[src/rtl/dm_port_arbiter_if.sv]
// Bundle of the two requester ports, the data-memory port and status
// signals shared by the arbiter (slave) and its environment (master).
interface dm_port_arbiter_if #(
    parameter int ADDR_W = 12,
    parameter int DATA_W = 32
);
    logic              cpu_req;
    logic              cpu_we;
    logic [ADDR_W-1:0] cpu_addr;
    logic [DATA_W-1:0] cpu_wdata;
    logic              cpu_ack;
    logic [DATA_W-1:0] cpu_rdata;
    logic              cpu_err;

    logic              ext_req;
    logic              ext_we;
    logic [ADDR_W-1:0] ext_addr;
    logic [DATA_W-1:0] ext_wdata;
    logic              ext_ack;
    logic [DATA_W-1:0] ext_rdata;
    logic              ext_err;

    logic              DM_enable;
    logic              DM_read;
    logic              DM_write;
    logic [ADDR_W-1:0] DM_address;
    logic [DATA_W-1:0] DM_in;
    logic [DATA_W-1:0] DM_out;

    logic              busy;
    logic              owner;

    modport slave (
        input  cpu_req, cpu_we, cpu_addr, cpu_wdata,
        output cpu_ack, cpu_rdata, cpu_err,
        input  ext_req, ext_we, ext_addr, ext_wdata,
        output ext_ack, ext_rdata, ext_err,
        output DM_enable, DM_read, DM_write, DM_address, DM_in,
        input  DM_out,
        output busy, owner
    );

    modport master (
        output cpu_req, cpu_we, cpu_addr, cpu_wdata,
        input  cpu_ack, cpu_rdata, cpu_err,
        output ext_req, ext_we, ext_addr, ext_wdata,
        input  ext_ack, ext_rdata, ext_err,
        input  DM_enable, DM_read, DM_write, DM_address, DM_in,
        output DM_out,
        input  busy, owner
    );
endinterface

[src/rtl/dm_port_arbiter.sv]
// Round-robin arbiter sharing one synchronous-read data-memory port between
// the CPU and an external master; fixed 3-cycle req/ack accesses.
module dm_port_arbiter #(
    parameter int ADDR_W = 12,
    parameter int DATA_W = 32
) (
    input  logic                clk,
    input  logic                rst,
    dm_port_arbiter_if.slave    bus
);
    typedef enum logic [1:0] {IDLE, ACCESS, RESP} state_e;

    state_e            state_q, state_d;
    logic              last_grant_q, last_grant_d;
    logic              owner_q, owner_d;
    logic              we_q, we_d;
    logic              err_q, err_d;
    logic [ADDR_W-1:0] addr_q, addr_d;
    logic [DATA_W-1:0] wdata_q, wdata_d;
    logic              dm_en_q, dm_en_d;
    logic              dm_rd_q, dm_rd_d;
    logic              dm_wr_q, dm_wr_d;
    logic [ADDR_W-1:0] dm_addr_q, dm_addr_d;
    logic [DATA_W-1:0] dm_in_q, dm_in_d;
    logic              cpu_ack_q, cpu_ack_d;
    logic              cpu_err_q, cpu_err_d;
    logic [DATA_W-1:0] cpu_rdata_q, cpu_rdata_d;
    logic              ext_ack_q, ext_ack_d;
    logic              ext_err_q, ext_err_d;
    logic [DATA_W-1:0] ext_rdata_q, ext_rdata_d;

    logic              pick_ext;
    logic              sel_we;
    logic [ADDR_W-1:0] sel_addr;
    logic [DATA_W-1:0] sel_wdata;

    always_comb begin
        state_d      = state_q;
        last_grant_d = last_grant_q;
        owner_d      = owner_q;
        we_d         = we_q;
        err_d        = err_q;
        addr_d       = addr_q;
        wdata_d      = wdata_q;
        dm_en_d      = 1'b0;
        dm_rd_d      = 1'b0;
        dm_wr_d      = 1'b0;
        dm_addr_d    = dm_addr_q;
        dm_in_d      = dm_in_q;
        cpu_ack_d    = 1'b0;
        cpu_err_d    = 1'b0;
        cpu_rdata_d  = cpu_rdata_q;
        ext_ack_d    = 1'b0;
        ext_err_d    = 1'b0;
        ext_rdata_d  = ext_rdata_q;

        // On a tie the side that did not win last time is chosen.
        pick_ext  = (bus.cpu_req && bus.ext_req) ? ~last_grant_q : bus.ext_req;
        sel_we    = pick_ext ? bus.ext_we    : bus.cpu_we;
        sel_addr  = pick_ext ? bus.ext_addr  : bus.cpu_addr;
        sel_wdata = pick_ext ? bus.ext_wdata : bus.cpu_wdata;

        case (state_q)
            IDLE: begin
                if (bus.cpu_req || bus.ext_req) begin
                    owner_d      = pick_ext;
                    last_grant_d = pick_ext;
                    we_d         = sel_we;
                    addr_d       = sel_addr;
                    wdata_d      = sel_wdata;
                    if (sel_addr[1:0] != 2'b00) begin
                        err_d   = 1'b1;
                        state_d = RESP;
                    end else begin
                        // Strobes are registered so they are high exactly in ACCESS.
                        err_d     = 1'b0;
                        state_d   = ACCESS;
                        dm_en_d   = 1'b1;
                        dm_rd_d   = ~sel_we;
                        dm_wr_d   = sel_we;
                        dm_addr_d = sel_addr;
                        dm_in_d   = sel_wdata;
                    end
                end
            end
            ACCESS: begin
                state_d = RESP;
            end
            RESP: begin
                // DM_out is valid now; ack and rdata register together on exit.
                state_d = IDLE;
                if (owner_q) begin
                    ext_ack_d = 1'b1;
                    ext_err_d = err_q;
                    if (!we_q && !err_q) ext_rdata_d = bus.DM_out;
                end else begin
                    cpu_ack_d = 1'b1;
                    cpu_err_d = err_q;
                    if (!we_q && !err_q) cpu_rdata_d = bus.DM_out;
                end
            end
            default: begin
                state_d = IDLE;
            end
        endcase
    end

    always_ff @(posedge clk) begin
        if (rst) begin
            state_q      <= IDLE;
            last_grant_q <= 1'b1;
            owner_q      <= 1'b0;
            we_q         <= 1'b0;
            err_q        <= 1'b0;
            addr_q       <= '0;
            wdata_q      <= '0;
            dm_en_q      <= 1'b0;
            dm_rd_q      <= 1'b0;
            dm_wr_q      <= 1'b0;
            dm_addr_q    <= '0;
            dm_in_q      <= '0;
            cpu_ack_q    <= 1'b0;
            cpu_err_q    <= 1'b0;
            cpu_rdata_q  <= '0;
            ext_ack_q    <= 1'b0;
            ext_err_q    <= 1'b0;
            ext_rdata_q  <= '0;
        end else begin
            state_q      <= state_d;
            last_grant_q <= last_grant_d;
            owner_q      <= owner_d;
            we_q         <= we_d;
            err_q        <= err_d;
            addr_q       <= addr_d;
            wdata_q      <= wdata_d;
            dm_en_q      <= dm_en_d;
            dm_rd_q      <= dm_rd_d;
            dm_wr_q      <= dm_wr_d;
            dm_addr_q    <= dm_addr_d;
            dm_in_q      <= dm_in_d;
            cpu_ack_q    <= cpu_ack_d;
            cpu_err_q    <= cpu_err_d;
            cpu_rdata_q  <= cpu_rdata_d;
            ext_ack_q    <= ext_ack_d;
            ext_err_q    <= ext_err_d;
            ext_rdata_q  <= ext_rdata_d;
        end
    end

    assign bus.cpu_ack    = cpu_ack_q;
    assign bus.cpu_err    = cpu_err_q;
    assign bus.cpu_rdata  = cpu_rdata_q;
    assign bus.ext_ack    = ext_ack_q;
    assign bus.ext_err    = ext_err_q;
    assign bus.ext_rdata  = ext_rdata_q;
    assign bus.DM_enable  = dm_en_q;
    assign bus.DM_read    = dm_rd_q;
    assign bus.DM_write   = dm_wr_q;
    assign bus.DM_address = dm_addr_q;
    assign bus.DM_in      = dm_in_q;
    assign bus.busy       = (state_q != IDLE);
    assign bus.owner      = owner_q;
endmodule
[src/flat_wrapper.sv]
// flat-port wrapper written by rule: the top's interface ports become plain ports
module dm_port_arbiter_flat 
#(
    parameter int ADDR_W = 12,
    parameter int DATA_W = 32
)
  (clk, rst, bus_cpu_req, bus_cpu_we, bus_cpu_addr, bus_cpu_wdata, bus_cpu_ack, bus_cpu_rdata, bus_cpu_err, bus_ext_req, bus_ext_we, bus_ext_addr, bus_ext_wdata, bus_ext_ack, bus_ext_rdata, bus_ext_err, bus_DM_enable, bus_DM_read, bus_DM_write, bus_DM_address, bus_DM_in, bus_DM_out, bus_busy, bus_owner);
  dm_port_arbiter_if #(.ADDR_W(ADDR_W), .DATA_W(DATA_W)) bus_i ();
  input  logic clk;
  input  logic rst;
  input wire logic [$bits(bus_i.cpu_req)-1:0] bus_cpu_req;
  input wire logic [$bits(bus_i.cpu_we)-1:0] bus_cpu_we;
  input wire logic [$bits(bus_i.cpu_addr)-1:0] bus_cpu_addr;
  input wire logic [$bits(bus_i.cpu_wdata)-1:0] bus_cpu_wdata;
  output wire logic [$bits(bus_i.cpu_ack)-1:0] bus_cpu_ack;
  output wire logic [$bits(bus_i.cpu_rdata)-1:0] bus_cpu_rdata;
  output wire logic [$bits(bus_i.cpu_err)-1:0] bus_cpu_err;
  input wire logic [$bits(bus_i.ext_req)-1:0] bus_ext_req;
  input wire logic [$bits(bus_i.ext_we)-1:0] bus_ext_we;
  input wire logic [$bits(bus_i.ext_addr)-1:0] bus_ext_addr;
  input wire logic [$bits(bus_i.ext_wdata)-1:0] bus_ext_wdata;
  output wire logic [$bits(bus_i.ext_ack)-1:0] bus_ext_ack;
  output wire logic [$bits(bus_i.ext_rdata)-1:0] bus_ext_rdata;
  output wire logic [$bits(bus_i.ext_err)-1:0] bus_ext_err;
  output wire logic [$bits(bus_i.DM_enable)-1:0] bus_DM_enable;
  output wire logic [$bits(bus_i.DM_read)-1:0] bus_DM_read;
  output wire logic [$bits(bus_i.DM_write)-1:0] bus_DM_write;
  output wire logic [$bits(bus_i.DM_address)-1:0] bus_DM_address;
  output wire logic [$bits(bus_i.DM_in)-1:0] bus_DM_in;
  input wire logic [$bits(bus_i.DM_out)-1:0] bus_DM_out;
  output wire logic [$bits(bus_i.busy)-1:0] bus_busy;
  output wire logic [$bits(bus_i.owner)-1:0] bus_owner;
  assign bus_i.cpu_req = bus_cpu_req;
  assign bus_i.cpu_we = bus_cpu_we;
  assign bus_i.cpu_addr = bus_cpu_addr;
  assign bus_i.cpu_wdata = bus_cpu_wdata;
  assign bus_cpu_ack = bus_i.cpu_ack;
  assign bus_cpu_rdata = bus_i.cpu_rdata;
  assign bus_cpu_err = bus_i.cpu_err;
  assign bus_i.ext_req = bus_ext_req;
  assign bus_i.ext_we = bus_ext_we;
  assign bus_i.ext_addr = bus_ext_addr;
  assign bus_i.ext_wdata = bus_ext_wdata;
  assign bus_ext_ack = bus_i.ext_ack;
  assign bus_ext_rdata = bus_i.ext_rdata;
  assign bus_ext_err = bus_i.ext_err;
  assign bus_DM_enable = bus_i.DM_enable;
  assign bus_DM_read = bus_i.DM_read;
  assign bus_DM_write = bus_i.DM_write;
  assign bus_DM_address = bus_i.DM_address;
  assign bus_DM_in = bus_i.DM_in;
  assign bus_i.DM_out = bus_DM_out;
  assign bus_busy = bus_i.busy;
  assign bus_owner = bus_i.owner;
  dm_port_arbiter #(.ADDR_W(ADDR_W), .DATA_W(DATA_W)) u_core (.clk(clk), .rst(rst), .bus(bus_i));
endmodule
[config.mk]
export PLATFORM = sky130hd
export DESIGN_NAME = dm_port_arbiter_flat
export DESIGN_NICKNAME = d
export VERILOG_FILES = /design/src/rtl/dm_port_arbiter_if.sv /design/src/rtl/dm_port_arbiter.sv /design/src/flat_wrapper.sv
export SDC_FILE = /design/constraint.sdc
export NUM_CORES = 1
export LEC_CHECK = 0
export CORE_UTILIZATION = 50
export DETAILED_ROUTE_END_ITERATION = 8
export DONT_BUFFER_PORTS = 1
export GPL_ROUTABILITY_DRIVEN = 0
export HOLD_SLACK_MARGIN = 0.02
export PLACE_DENSITY = 0.67
export SYNTH_ARGS = -nofsm -noshare
export SYNTH_HDL_FRONTEND = slang
export SYNTH_SLANG_ARGS = --single-unit
[constraint.sdc]
create_clock -name clk -period 1.7 [get_ports clk]
set_input_delay 0 -clock clk [delete_from_list [all_inputs] [get_ports clk]]
set_output_delay 0 -clock clk [all_outputs]
set_load 0.03 [all_outputs]
==> results of run 1 <==
[logic make-up after synthesis]
| logic type | count (synthesis) |
|---|---|
| AO/OA/AOI/OAI | 114 |
| multiplexers | 44 |
| buffers and inverters | 39 |
| AND/OR/NAND/NOR | 156 |
| flip-flops | 121 |
[metrics by stage]
step           instances  util [%]  cell area, sq um  hold WS [ps]
2_1_floorplan        474         -              4461         136.0
3_3_place_gp         557     52.68              4572         78.80
3_5_place_dp         557     52.68              4572         83.17
==> flow_results.xml, run 1 <==
<?xml version="1.0" encoding="UTF-8"?>
<metrics>
  <group name="outcome">
    <metric name="outcome" unit="">did not finish</metric>
    <metric name="lastStage" unit="">clock tree synthesis (4_1_cts)</metric>
    <metric name="error" unit="">[ERROR RSZ-0060] Max buffer count reached.</metric>
  </group>
  <group name="yosys">
    <metric name="synth_flop_cell" unit="">sky130_fd_sc_hd__dfxtp_1</metric>
    <metric name="synthesis.yosys.warnings" unit="">0</metric>
    <metric name="fraction_of_the_mapped_netlist_area_in_compound_gates" unit="%">16.91</metric>
    <metric name="yosys-top-cells-count" unit="">132 x sky130_fd_sc_hd__nand2_1, 121 x sky130_fd_sc_hd__dfxtp_1, 65 x sky130_fd_sc_hd__a21oi_1</metric>
    <metric name="post_synth_fa_ha_maj_area_fraction" unit="%">0</metric>
    <metric name="yosys.area_share.simple" unit="%">14.22</metric>
    <metric name="synthDistinctLibCells" unit="">26</metric>
    <metric name="synth_edf_count" unit="">0</metric>
    <metric name="synthArstFlopShare" unit="%">0</metric>
    <metric name="synth.most_common_cell" unit="">sky130_fd_sc_hd__nand2_1</metric>
    <metric name="syn-num-nets" unit="">600</metric>
    <metric name="synthesis.instances" unit="">474</metric>
    <metric name="synth.mux.area_fraction" unit="%">9.986</metric>
    <metric name="post_synth_xor_area_fraction" unit="%">0</metric>
    <metric name="yosysTopAreaCellShare" unit="%">54.31</metric>
    <metric name="ys_top_cells_by_area" unit="">sky130_fd_sc_hd__dfxtp_1 54%, sky130_fd_sc_hd__nand2_1 11%, sky130_fd_sc_hd__mux2i_1 9.6%</metric>
    <metric name="post_synth.cell_area_avg" unit="sq um">9.410</metric>
    <metric name="combined_area_of_all_synthesized_cells" unit="sq um">4461</metric>
    <metric name="synth.largest_area_cell" unit="">sky130_fd_sc_hd__dfxtp_1</metric>
    <metric name="synth_top_family_by_area" unit="">compound AO/OA/AOI/OAI gates</metric>
    <metric name="yosysSeqAreaShare" unit="%">54.31</metric>
    <metric name="synth-seq-cells" unit="">121</metric>
  </group>
  <group name="clock_network">
    <metric name="cts_made_buffers" unit="">17</metric>
    <metric name="tritoncts_num_sinks" unit="">121</metric>
    <metric name="hold_buffers" unit="">118</metric>
    <metric name="cts-root-buf" unit="">sky130_fd_sc_hd__clkbuf_8</metric>
    <metric name="post_cts_setup_repair_buffer_count" unit="">0</metric>
    <metric name="cts_resized" unit="">0</metric>
    <metric name="htree_num_levels" unit="">4</metric>
    <metric name="cts_buffer_depth" unit="">2</metric>
  </group>
  <group name="place">
    <metric name="detailed_place_hpwl" unit="um">7023</metric>
    <metric name="placement.setup.worst_slack" unit="ps">234.6</metric>
    <metric name="port_buffers" unit="">0</metric>
  </group>
  <group name="floorplan">
    <metric name="chipHeight" unit="um">96.45</metric>
    <metric name="initial_util" unit="%">51.40</metric>
    <metric name="io_pins" unit="">243</metric>
    <metric name="fp.dieW" unit="um">96.45</metric>
    <metric name="std_cell_rows" unit="">34</metric>
  </group>
</metrics>
==> run 2: changes to the inputs <==
CORE_UTILIZATION = 35   (was 50)
HOLD_SLACK_MARGIN = default   (was 0.02)
PLACE_DENSITY = default   (was 0.67)
PLACE_DENSITY_LB_ADDON = 0.15   (was default)
==> flow_results.xml, run 2 <==
<?xml version="1.0" encoding="UTF-8"?>
<metrics>
  <group name="sta">
    <metric name="finClkSkew" unit="ps">5.777</metric>
    <metric name="max_freq" unit="GHz">0.6586</metric>
    <metric name="finalHoldWorstSlack" unit="ps">44.18</metric>
    <metric name="timing.final.hold_violations" unit="">0</metric>
    <metric name="slew_headroom" unit="%">66.33</metric>
    <metric name="period_minus_slack" unit="ps">1518</metric>
    <metric name="rsz0062_at_grt" unit="">no</metric>
    <metric name="period_share" unit="%">89.32</metric>
    <metric name="tightest_slew" unit="ps">502.4</metric>
    <metric name="finish_stage_setup_viols" unit="">0</metric>
    <metric name="fin_setup_tns" unit="ps">0</metric>
    <metric name="report.final.slew_viol_count" unit="">0</metric>
  </group>
  <group name="yosys">
    <metric name="synthesis.yosys.warnings" unit="">0</metric>
    <metric name="synthArstFlopShare" unit="%">0</metric>
    <metric name="synth_edf_count" unit="">0</metric>
    <metric name="synthesis.instances" unit="">474</metric>
    <metric name="post_synth.cell_area_avg" unit="sq um">9.410</metric>
    <metric name="combined_area_of_all_synthesized_cells" unit="sq um">4461</metric>
    <metric name="yosysTopAreaCellShare" unit="%">54.31</metric>
    <metric name="synth-seq-cells" unit="">121</metric>
    <metric name="synth.largest_area_cell" unit="">sky130_fd_sc_hd__dfxtp_1</metric>
    <metric name="synth.most_common_cell" unit="">sky130_fd_sc_hd__nand2_1</metric>
    <metric name="yosysSeqAreaShare" unit="%">54.31</metric>
    <metric name="yosys-top-cells-count" unit="">132 x sky130_fd_sc_hd__nand2_1, 121 x sky130_fd_sc_hd__dfxtp_1, 65 x sky130_fd_sc_hd__a21oi_1</metric>
    <metric name="syn-num-nets" unit="">600</metric>
    <metric name="synthDistinctLibCells" unit="">26</metric>
    <metric name="synth_flop_cell" unit="">sky130_fd_sc_hd__dfxtp_1</metric>
    <metric name="ys_top_cells_by_area" unit="">sky130_fd_sc_hd__dfxtp_1 54%, sky130_fd_sc_hd__nand2_1 11%, sky130_fd_sc_hd__mux2i_1 9.6%</metric>
  </group>
  <group name="cells_and_area">
    <metric name="fill_cells" unit="">1102</metric>
    <metric name="post_route_cells_drive_above_1_share" unit="%">7.488</metric>
    <metric name="most-common-layout-cells" unit="">132 x sky130_fd_sc_hd__nand2_1, 121 x sky130_fd_sc_hd__dlygate4sd3_1, 121 x sky130_fd_sc_hd__dfxtp_1</metric>
    <metric name="register_area" unit="sq um">2422</metric>
    <metric name="design.final.nets" unit="">715</metric>
    <metric name="n_antenna_cell" unit="">0</metric>
    <metric name="multiInputGateArea" unit="sq um">1846</metric>
    <metric name="mostFrequentLayoutCell" unit="">sky130_fd_sc_hd__nand2_1</metric>
    <metric name="areaGrowthSynthToFinish" unit="%">45.05</metric>
  </group>
  <group name="floorplan">
    <metric name="floorplan.core_area" unit="sq um">12210</metric>
    <metric name="io_pins" unit="">243</metric>
    <metric name="dieArea" unit="sq um">13200</metric>
    <metric name="fp.dieW" unit="um">114.9</metric>
    <metric name="chipHeight" unit="um">114.9</metric>
    <metric name="initial_util" unit="%">36.53</metric>
    <metric name="std_cell_rows" unit="">40</metric>
  </group>
  <group name="worst_setup_path">
    <metric name="critical_path_class" unit="">reg -&gt; reg</metric>
    <metric name="crit_chain" unit="">a21boi_4 -&gt; mux2_4 -&gt; a21oi_4 -&gt; buf_4 -&gt; o2bb2ai_1</metric>
    <metric name="worstSetupStartpointType" unit="">register</metric>
    <metric name="cp_data_required_time" unit="ps">2040</metric>
    <metric name="setup.worst_path.end_class" unit="">register</metric>
    <metric name="r2r-start" unit="">u_core.last_grant_q</metric>
    <metric name="worst_setup_path_startpoint" unit="">u_core.last_grant_q</metric>
    <metric name="cp_data_arrival_time" unit="ps">1860</metric>
    <metric name="reg2reg_depth" unit="">5</metric>
    <metric name="r2r_slack" unit="ps">180</metric>
    <metric name="r2r_end" unit="">u_core.bus.DM_in[16]</metric>
    <metric name="critical_path.endpoint" unit="">u_core.bus.DM_in[16]</metric>
    <metric name="critPathMaxStageDelay" unit="ps">360</metric>
    <metric name="critical_path_peak_fanout" unit="">13</metric>
    <metric name="timing.critical_path.slowest_stage_cell" unit="">sky130_fd_sc_hd__mux2_4</metric>
  </group>
  <group name="global_route">
    <metric name="first_global_vias" unit="">3912</metric>
    <metric name="met2_usage" unit="%">33.45</metric>
    <metric name="gr-total-overflow" unit="">0</metric>
    <metric name="global_route.peak_usage_layer" unit="">met2</metric>
    <metric name="antenna_violations_before_repair" unit="">0</metric>
    <metric name="grt_use_met1" unit="%">20.88</metric>
    <metric name="globalRouteMet3Util" unit="%">7.960</metric>
    <metric name="grt_start_max_net_pins" unit="">74</metric>
    <metric name="grtUsageTotal" unit="%">19.73</metric>
    <metric name="grt_first_pass_wirelength" unit="um">19820</metric>
  </group>
  <group name="clock_network">
    <metric name="cts_made_buffers" unit="">17</metric>
    <metric name="tritoncts_num_sinks" unit="">121</metric>
    <metric name="htree_num_levels" unit="">4</metric>
    <metric name="clk-insertion-delay-late" unit="ps">410</metric>
    <metric name="hold_buffers" unit="">122</metric>
    <metric name="post_cts_setup_repair_buffer_count" unit="">0</metric>
    <metric name="cts_tree" unit="">done</metric>
    <metric name="cts-root-buf" unit="">sky130_fd_sc_hd__clkbuf_16</metric>
    <metric name="path_clk_slew" unit="ps">50</metric>
    <metric name="cts_resized" unit="">0</metric>
    <metric name="cts_buffer_depth" unit="">2</metric>
  </group>
  <group name="routing">
    <metric name="drt_first_pass_iters" unit="">4</metric>
    <metric name="route.detailed.drc" unit="">0</metric>
    <metric name="post_dr_vias_cell" unit="">5.012</metric>
    <metric name="avgRoutedWirePerCell" unit="um">16.56</metric>
    <metric name="drtIter0Drc" unit="">225</metric>
    <metric name="postRouteWirelength" unit="um">12740</metric>
    <metric name="drtAntennaViolNets" unit="">0</metric>
    <metric name="dr_total_vias" unit="">3854</metric>
  </group>
  <group name="outcome">
    <metric name="outcome" unit="">finished, final reports clean</metric>
  </group>
  <group name="power_and_ir_drop">
    <metric name="max-vdd-ir-drop" unit="mV">0.6061</metric>
    <metric name="power.total" unit="uW">7565</metric>
    <metric name="power.leakage" unit="uW">0.002366</metric>
    <metric name="powerDensity" unit="nW/um^2">1169</metric>
  </group>
  <group name="worst_hold_path">
    <metric name="hold_path.class" unit="">in -&gt; reg</metric>
  </group>
  <group name="flow_run">
    <metric name="max_cap_viol_count" unit="">0</metric>
  </group>
  <group name="place">
    <metric name="port_buffers" unit="">0</metric>
    <metric name="detailed_place_hpwl" unit="um">7559</metric>
  </group>
</metrics>
run 2: cell counts after synthesis:
Identical to the previous run, type by type.
run 2: final cells by class:
cell class,instances,share of cell area [%]
flip-flops and latches,121,37.44
multi-input cells,314,28.52
repair buffers,132,21.47
clock buffers,24,7.755
well taps,168,3.249
clock inverters,7,1.392
inverters,3,0.1740
run 2: logic make-up after synthesis:
family	synth area share, %
and+or+nand+nor	14.22
AOI/OAI and AO/OA	16.91
muxes	9.986
DFF	54.31
buffers and inverters	4.572
run 2: worst min-delay path by stage:
| stage | start | to | slack, ps | cells past startpoint |
|---|---|---|---|---|
| floorplan | bus_DM_out[21] | u_core.bus.cpu_rdata[21] | 140 | 2 |
| global placement | rst | u_core.bus.owner | 80 | 1 |
| detailed placement | rst | u_core.bus.owner | 80 | 1 |
| CTS | rst | u_core.state_q[0] | 30 | 3 |
| global route | rst | u_core.state_q[0] | 40 | 3 |
| finish | rst | u_core.state_q[0] | 40 | 3 |
run 2: worst max-delay path: cells and delay by family (launching register included):
kind | cells | cell delay [ps]
DFF | 1 | 340
AOI/OAI and AO/OA | 3 | 510
muxes | 1 | 360
buffers and inverters | 1 | 220
run 2: metal layers:
layer / share of wire [%] / routed length (um)
met3: 9.1 / 1163
met4: 3.1 / 393
met1: 40 / 5041
met2: 48 / 6137
met5: 0 / 0
run 2: per-stage QoR:
stage / instance area (sq um) / utilization, % / instances / setup slack (ps)
after global routing: 6470 / 52.98 / 769 / 85.03
after global placement: 4639 / 37.99 / 616 / 241.3
after floorplan: 4461 / - / 474 / 202.2
final: 6470 / 52.98 / 769 / 181.6
after CTS: 6470 / 52.98 / 769 / 186.0
after detailed placement: 4639 / 37.99 / 616 / 205.5
run 2: power breakdown:
group          total (uW)  internal (uW)  switching (uW)
clock network        3550           2330            1210
registers            3280           2970             318
logic                 735            388             346
total                7570           5690            1880
Power figures use the tool's default switching activity.
==> run 3: changes to the inputs <==
CORE_MARGIN = 2   (was default)
==> flow_results.xml, run 3 (synthesized netlist as in run 2, its figures left out) <==
<?xml version="1.0" encoding="UTF-8"?>
<metrics>
  <group name="power_and_ir_drop">
    <metric name="max-vdd-ir-drop" unit="mV">0.5508</metric>
    <metric name="powerDensity" unit="nW/um^2">1159</metric>
    <metric name="power.leakage" unit="uW">0.002362</metric>
  </group>
  <group name="sta">
    <metric name="slew_headroom" unit="%">70.05</metric>
    <metric name="tightest_slew" unit="ps">446.8</metric>
    <metric name="finClkSkew" unit="ps">5.685</metric>
    <metric name="period_minus_slack" unit="ps">1542</metric>
    <metric name="finish_stage_setup_viols" unit="">0</metric>
    <metric name="rsz0062_at_grt" unit="">no</metric>
    <metric name="timing.final.hold_violations" unit="">0</metric>
    <metric name="fin_setup_tns" unit="ps">0</metric>
    <metric name="period_share" unit="%">90.70</metric>
    <metric name="setup_ws" unit="ps">158.0</metric>
    <metric name="report.final.slew_viol_count" unit="">0</metric>
    <metric name="max_freq" unit="GHz">0.6485</metric>
  </group>
  <group name="place">
    <metric name="detailed_place_hpwl" unit="um">7629</metric>
    <metric name="placement.setup.worst_slack" unit="ps">198.6</metric>
    <metric name="port_buffers" unit="">0</metric>
    <metric name="post_placement_cell_area" unit="sq um">4647</metric>
  </group>
  <group name="worst_hold_path">
    <metric name="hold_path.class" unit="">in -&gt; reg</metric>
  </group>
  <group name="floorplan">
    <metric name="floorplan.core_area" unit="sq um">12520</metric>
    <metric name="std_cell_rows" unit="">41</metric>
    <metric name="dieArea" unit="sq um">13660</metric>
    <metric name="io_pins" unit="">243</metric>
    <metric name="chipHeight" unit="um">116.9</metric>
    <metric name="initial_util" unit="%">35.64</metric>
    <metric name="fp.dieW" unit="um">116.9</metric>
  </group>
  <group name="worst_setup_path">
    <metric name="critical_path_peak_fanout" unit="">44</metric>
    <metric name="critical_path_class" unit="">reg -&gt; reg</metric>
    <metric name="setup.worst_path.end_class" unit="">register</metric>
    <metric name="worstSetupStartpointType" unit="">register</metric>
    <metric name="cp_data_arrival_time" unit="ps">1870</metric>
    <metric name="critPathMaxStageDelay" unit="ps">350</metric>
    <metric name="crit_chain" unit="">a21boi_4 -&gt; mux2_4 -&gt; a21oi_4 -&gt; buf_12 -&gt; o2bb2ai_1</metric>
    <metric name="timing.critical_path.slowest_stage_cell" unit="">sky130_fd_sc_hd__mux2_4</metric>
    <metric name="cp_data_required_time" unit="ps">2030</metric>
  </group>
  <group name="routing">
    <metric name="dr_total_vias" unit="">3852</metric>
    <metric name="drtAntennaViolNets" unit="">0</metric>
    <metric name="route.detailed.drc" unit="">0</metric>
    <metric name="drt_first_pass_iters" unit="">4</metric>
    <metric name="drtIter0Drc" unit="">254</metric>
    <metric name="post_dr_vias_cell" unit="">4.958</metric>
    <metric name="postRouteWirelength" unit="um">12950</metric>
    <metric name="avgRoutedWirePerCell" unit="um">16.67</metric>
  </group>
  <group name="cells_and_area">
    <metric name="mostFrequentLayoutCell" unit="">sky130_fd_sc_hd__nand2_1</metric>
    <metric name="design.final.nets" unit="">718</metric>
    <metric name="post-route-cell-area" unit="sq um">6479</metric>
    <metric name="post_route_cells_drive_above_1_share" unit="%">7.934</metric>
    <metric name="post-route-util" unit="%">51.76</metric>
    <metric name="most-common-layout-cells" unit="">132 x sky130_fd_sc_hd__nand2_1, 122 x sky130_fd_sc_hd__dlygate4sd3_1, 121 x sky130_fd_sc_hd__dfxtp_1</metric>
    <metric name="n_antenna_cell" unit="">0</metric>
    <metric name="areaGrowthSynthToFinish" unit="%">45.25</metric>
  </group>
  <group name="global_route">
    <metric name="gr-total-overflow" unit="">0</metric>
    <metric name="grt_start_max_net_pins" unit="">74</metric>
    <metric name="first_global_vias" unit="">3760</metric>
    <metric name="grtUsageTotal" unit="%">18.68</metric>
    <metric name="antenna_violations_before_repair" unit="">0</metric>
    <metric name="grt_first_pass_wirelength" unit="um">19610</metric>
  </group>
  <group name="clock_network">
    <metric name="cts_buffer_depth" unit="">2</metric>
    <metric name="tritoncts_num_sinks" unit="">121</metric>
    <metric name="clk-insertion-delay-late" unit="ps">400</metric>
    <metric name="path_clk_slew" unit="ps">60</metric>
    <metric name="hold_buffers" unit="">123</metric>
    <metric name="cts_tree" unit="">done</metric>
    <metric name="cts_resized" unit="">0</metric>
    <metric name="post_cts_setup_repair_buffer_count" unit="">0</metric>
    <metric name="cts_made_buffers" unit="">17</metric>
    <metric name="cts-root-buf" unit="">sky130_fd_sc_hd__clkbuf_16</metric>
    <metric name="htree_num_levels" unit="">4</metric>
  </group>
  <group name="flow_run">
    <metric name="max_cap_viol_count" unit="">0</metric>
  </group>
  <group name="outcome">
    <metric name="outcome" unit="">finished, final reports clean</metric>
  </group>
</metrics>
==> run 3: path summary, 6_finish.rpt <==
check | from | endpoint | slack (ps) | depth (start not counted)
setup / recovery | u_core.last_grant_q | u_core.bus.DM_in[29] | 160 | 5
hold / removal | bus_cpu_req | u_core.bus.owner | 70 | 4
hold reg to reg | u_core.we_q | u_core.we_q | 500 | 2
setup reg to reg | u_core.last_grant_q | u_core.bus.DM_in[29] | 160 | 5
==> run 3: report_power, final <==
group	total (uW)	internal (uW)	leakage [uW]	switching, uW
combinational	735	390	0.00111	345
clock	3490	2230	0.000275	1260
sequential	3280	2960	0.000982	317
total	7510	5580	0.00236	1930
==> run 3: stage by stage <==
| step | instances | power [uW] | hold WS, ps |
|---|---|---|---|
| CTS | 777 | 7580 | 39.66 |
| finish | 777 | 7511 | 67.16 |
| global placement | 622 | 3785 | 87.74 |
| floorplan | 474 | 3692 | 136.0 |
| detailed placement | 622 | 3795 | 89.82 |
| global route | 777 | 7835 | 70.60 |
==> run 3: cell type report <==
class / count / area [sq um]
fill: 1166 / 6038
sequential: 121 / 2422
multi-input combinational: 314 / 1846
timing repair buffer: 135 / 1401
clock buffer: 21 / 460.4
tap: 172 / 215.2
clock inverter: 11 / 122.6
inverter: 3 / 11.26
==> run 3: metal layers <==
layer / vias up / routed length, um / GRT usage [%]
met2: 159 / 6611 / 32.72
met4: 0 / 289 / 8.471
met5: - / 0 / 0
li1: 1869 / - / -
met1: 1802 / 4973 / 20.01
met3: 22 / 1078 / 7.106
==> run 3: worst max-delay path: cells and delay by family, from the launching register on <==
kind                   cells  cell delay (ps)
DFF                        1              340
muxes                      1              350
AOI/OAI and AO/OA          3              510
buffers and inverters      1              240
==> run 4: changes to the inputs <==
HOLD_SLACK_MARGIN = 0.1   (was default)
==> flow_results.xml, run 4 (synthesized netlist as in run 2, its figures left out) <==
<?xml version="1.0" encoding="UTF-8"?>
<metrics>
  <group name="routing">
    <metric name="postRouteWirelength" unit="um">12940</metric>
    <metric name="post_dr_vias_cell" unit="">4.977</metric>
    <metric name="dr_total_vias" unit="">3867</metric>
    <metric name="route.detailed.drc" unit="">0</metric>
    <metric name="drt_first_pass_iters" unit="">4</metric>
    <metric name="drtIter0Drc" unit="">205</metric>
    <metric name="drtAntennaViolNets" unit="">0</metric>
    <metric name="avgRoutedWirePerCell" unit="um">16.66</metric>
  </group>
  <group name="floorplan">
    <metric name="io_pins" unit="">243</metric>
    <metric name="chipHeight" unit="um">116.9</metric>
    <metric name="std_cell_rows" unit="">41</metric>
    <metric name="dieArea" unit="sq um">13660</metric>
    <metric name="initial_util" unit="%">35.64</metric>
    <metric name="floorplan.core_area" unit="sq um">12520</metric>
    <metric name="fp.dieW" unit="um">116.9</metric>
  </group>
  <group name="clock_network">
    <metric name="hold_buffers" unit="">123</metric>
    <metric name="cts_buffer_depth" unit="">2</metric>
    <metric name="cts_tree" unit="">done</metric>
    <metric name="cts-root-buf" unit="">sky130_fd_sc_hd__clkbuf_16</metric>
    <metric name="path_clk_slew" unit="ps">60</metric>
    <metric name="htree_num_levels" unit="">4</metric>
    <metric name="cts_made_buffers" unit="">17</metric>
    <metric name="post_cts_setup_repair_buffer_count" unit="">0</metric>
    <metric name="clk-insertion-delay-late" unit="ps">400</metric>
    <metric name="tritoncts_num_sinks" unit="">121</metric>
    <metric name="cts_resized" unit="">0</metric>
  </group>
  <group name="global_route">
    <metric name="first_global_vias" unit="">3766</metric>
    <metric name="met2_usage" unit="%">32.41</metric>
    <metric name="globalRouteMet3Util" unit="%">7.106</metric>
    <metric name="grt_start_max_net_pins" unit="">75</metric>
    <metric name="grtUsageTotal" unit="%">18.61</metric>
    <metric name="grt_use_met1" unit="%">19.91</metric>
    <metric name="antenna_violations_before_repair" unit="">0</metric>
    <metric name="gr-total-overflow" unit="">0</metric>
    <metric name="grt_first_pass_wirelength" unit="um">19550</metric>
    <metric name="global_route.peak_usage_layer" unit="">met2</metric>
  </group>
  <group name="sta">
    <metric name="period_share" unit="%">90.62</metric>
    <metric name="tightest_slew" unit="ps">447.7</metric>
    <metric name="period_minus_slack" unit="ps">1541</metric>
    <metric name="rsz0062_at_grt" unit="">no</metric>
    <metric name="max_freq" unit="GHz">0.6491</metric>
    <metric name="slew_headroom" unit="%">69.99</metric>
    <metric name="timing.final.hold_violations" unit="">0</metric>
    <metric name="finish_stage_setup_viols" unit="">0</metric>
    <metric name="finalHoldWorstSlack" unit="ps">146.0</metric>
    <metric name="report.final.slew_viol_count" unit="">0</metric>
    <metric name="finClkSkew" unit="ps">8.766</metric>
    <metric name="fin_setup_tns" unit="ps">0</metric>
  </group>
  <group name="worst_setup_path">
    <metric name="r2r_end" unit="">u_core.bus.DM_in[29]</metric>
    <metric name="r2r-start" unit="">u_core.last_grant_q</metric>
    <metric name="r2r_slack" unit="ps">160</metric>
    <metric name="reg2reg_depth" unit="">5</metric>
    <metric name="cp_data_arrival_time" unit="ps">1870</metric>
    <metric name="critical_path_peak_fanout" unit="">44</metric>
    <metric name="critical_path_class" unit="">reg -&gt; reg</metric>
    <metric name="critical_path.endpoint" unit="">u_core.bus.DM_in[29]</metric>
    <metric name="worstSetupStartpointType" unit="">register</metric>
    <metric name="worst_setup_path_startpoint" unit="">u_core.last_grant_q</metric>
    <metric name="cp_data_required_time" unit="ps">2030</metric>
    <metric name="setup.worst_path.end_class" unit="">register</metric>
  </group>
  <group name="cells_and_area">
    <metric name="mostFrequentLayoutCell" unit="">sky130_fd_sc_hd__nand2_1</metric>
    <metric name="areaGrowthSynthToFinish" unit="%">45.25</metric>
    <metric name="post-route-util" unit="%">51.76</metric>
    <metric name="fill_cells" unit="">1166</metric>
    <metric name="most-common-layout-cells" unit="">132 x sky130_fd_sc_hd__nand2_1, 122 x sky130_fd_sc_hd__dlygate4sd3_1, 121 x sky130_fd_sc_hd__dfxtp_1</metric>
    <metric name="n_antenna_cell" unit="">0</metric>
    <metric name="post_route_cells_drive_above_1_share" unit="%">7.934</metric>
    <metric name="design.final.nets" unit="">718</metric>
  </group>
  <group name="place">
    <metric name="port_buffers" unit="">0</metric>
    <metric name="detailed_place_hpwl" unit="um">7629</metric>
  </group>
  <group name="power_and_ir_drop">
    <metric name="max-vdd-ir-drop" unit="mV">0.5536</metric>
    <metric name="power.leakage" unit="uW">0.002362</metric>
    <metric name="power.total" unit="uW">7514</metric>
    <metric name="powerDensity" unit="nW/um^2">1160</metric>
  </group>
  <group name="outcome">
    <metric name="outcome" unit="">finished, final reports clean</metric>
  </group>
  <group name="flow_run">
    <metric name="max_cap_viol_count" unit="">0</metric>
  </group>
  <group name="worst_hold_path">
    <metric name="hold_path.class" unit="">in -&gt; reg</metric>
  </group>
</metrics>
-- run 4: how the worst min path moves through the flow --
| stage | from | to | slack, ps | cells after the start |
|---|---|---|---|---|
| finish | bus_ext_req | u_core.bus.owner | 150 | 4 |
| global route | bus_ext_req | u_core.bus.owner | 150 | 4 |
| CTS | bus_ext_req | u_core.bus.owner | 120 | 4 |
| detailed placement | rst | u_core.bus.cpu_rdata[23] | 90 | 1 |
| global placement | rst | u_core.bus.cpu_rdata[23] | 90 | 1 |
| floorplan | bus_DM_out[21] | u_core.bus.cpu_rdata[21] | 140 | 2 |
-- run 4: where the power goes --
group	internal (uW)	total (uW)	switching [uW]
sequential	2960	3280	317
clock	2230	3500	1270
combinational	390	736	346
-- run 4: layout make-up --
| cell class | instances | area, sq um | share of cell area [%] |
|---|---|---|---|
| clock buffer | 21 | 460.4 | 7.107 |
| multi-input combinational | 314 | 1846 | 28.49 |
| timing repair buffer | 135 | 1401 | 21.63 |
| tap | 172 | 215.2 | 3.322 |
| sequential | 121 | 2422 | 37.39 |
| clock inverter | 11 | 122.6 | 1.893 |
| inverter | 3 | 11.26 | 0.1738 |
-- run 4: routing by layer --
layer	routed length, um	part of all wire, %	vias up
met4	321	2.5	0
met3	1104	8.5	24
met2	6529	50	168
li1	-	-	1866
met5	0	0	-
met1	4989	39	1809
-- run 4: worst max-delay path: stages (launching register included) --
cell	delay, ps
sky130_fd_sc_hd__dfxtp_1	350
sky130_fd_sc_hd__a21boi_4	190
sky130_fd_sc_hd__mux2_4	350
sky130_fd_sc_hd__a21oi_4	170
sky130_fd_sc_hd__buf_12	240
sky130_fd_sc_hd__o2bb2ai_1	150
-- run 4: through the flow --
step                      cells  setup slack, ps  instance area (sq um)
final                       777            159.4                   6479
after global routing        777            19.65                   6479
after CTS                   777            159.8                   6479
after floorplan             474            202.2                   4461
after global placement      622            234.9                   4647
after detailed placement    622            198.6                   4647
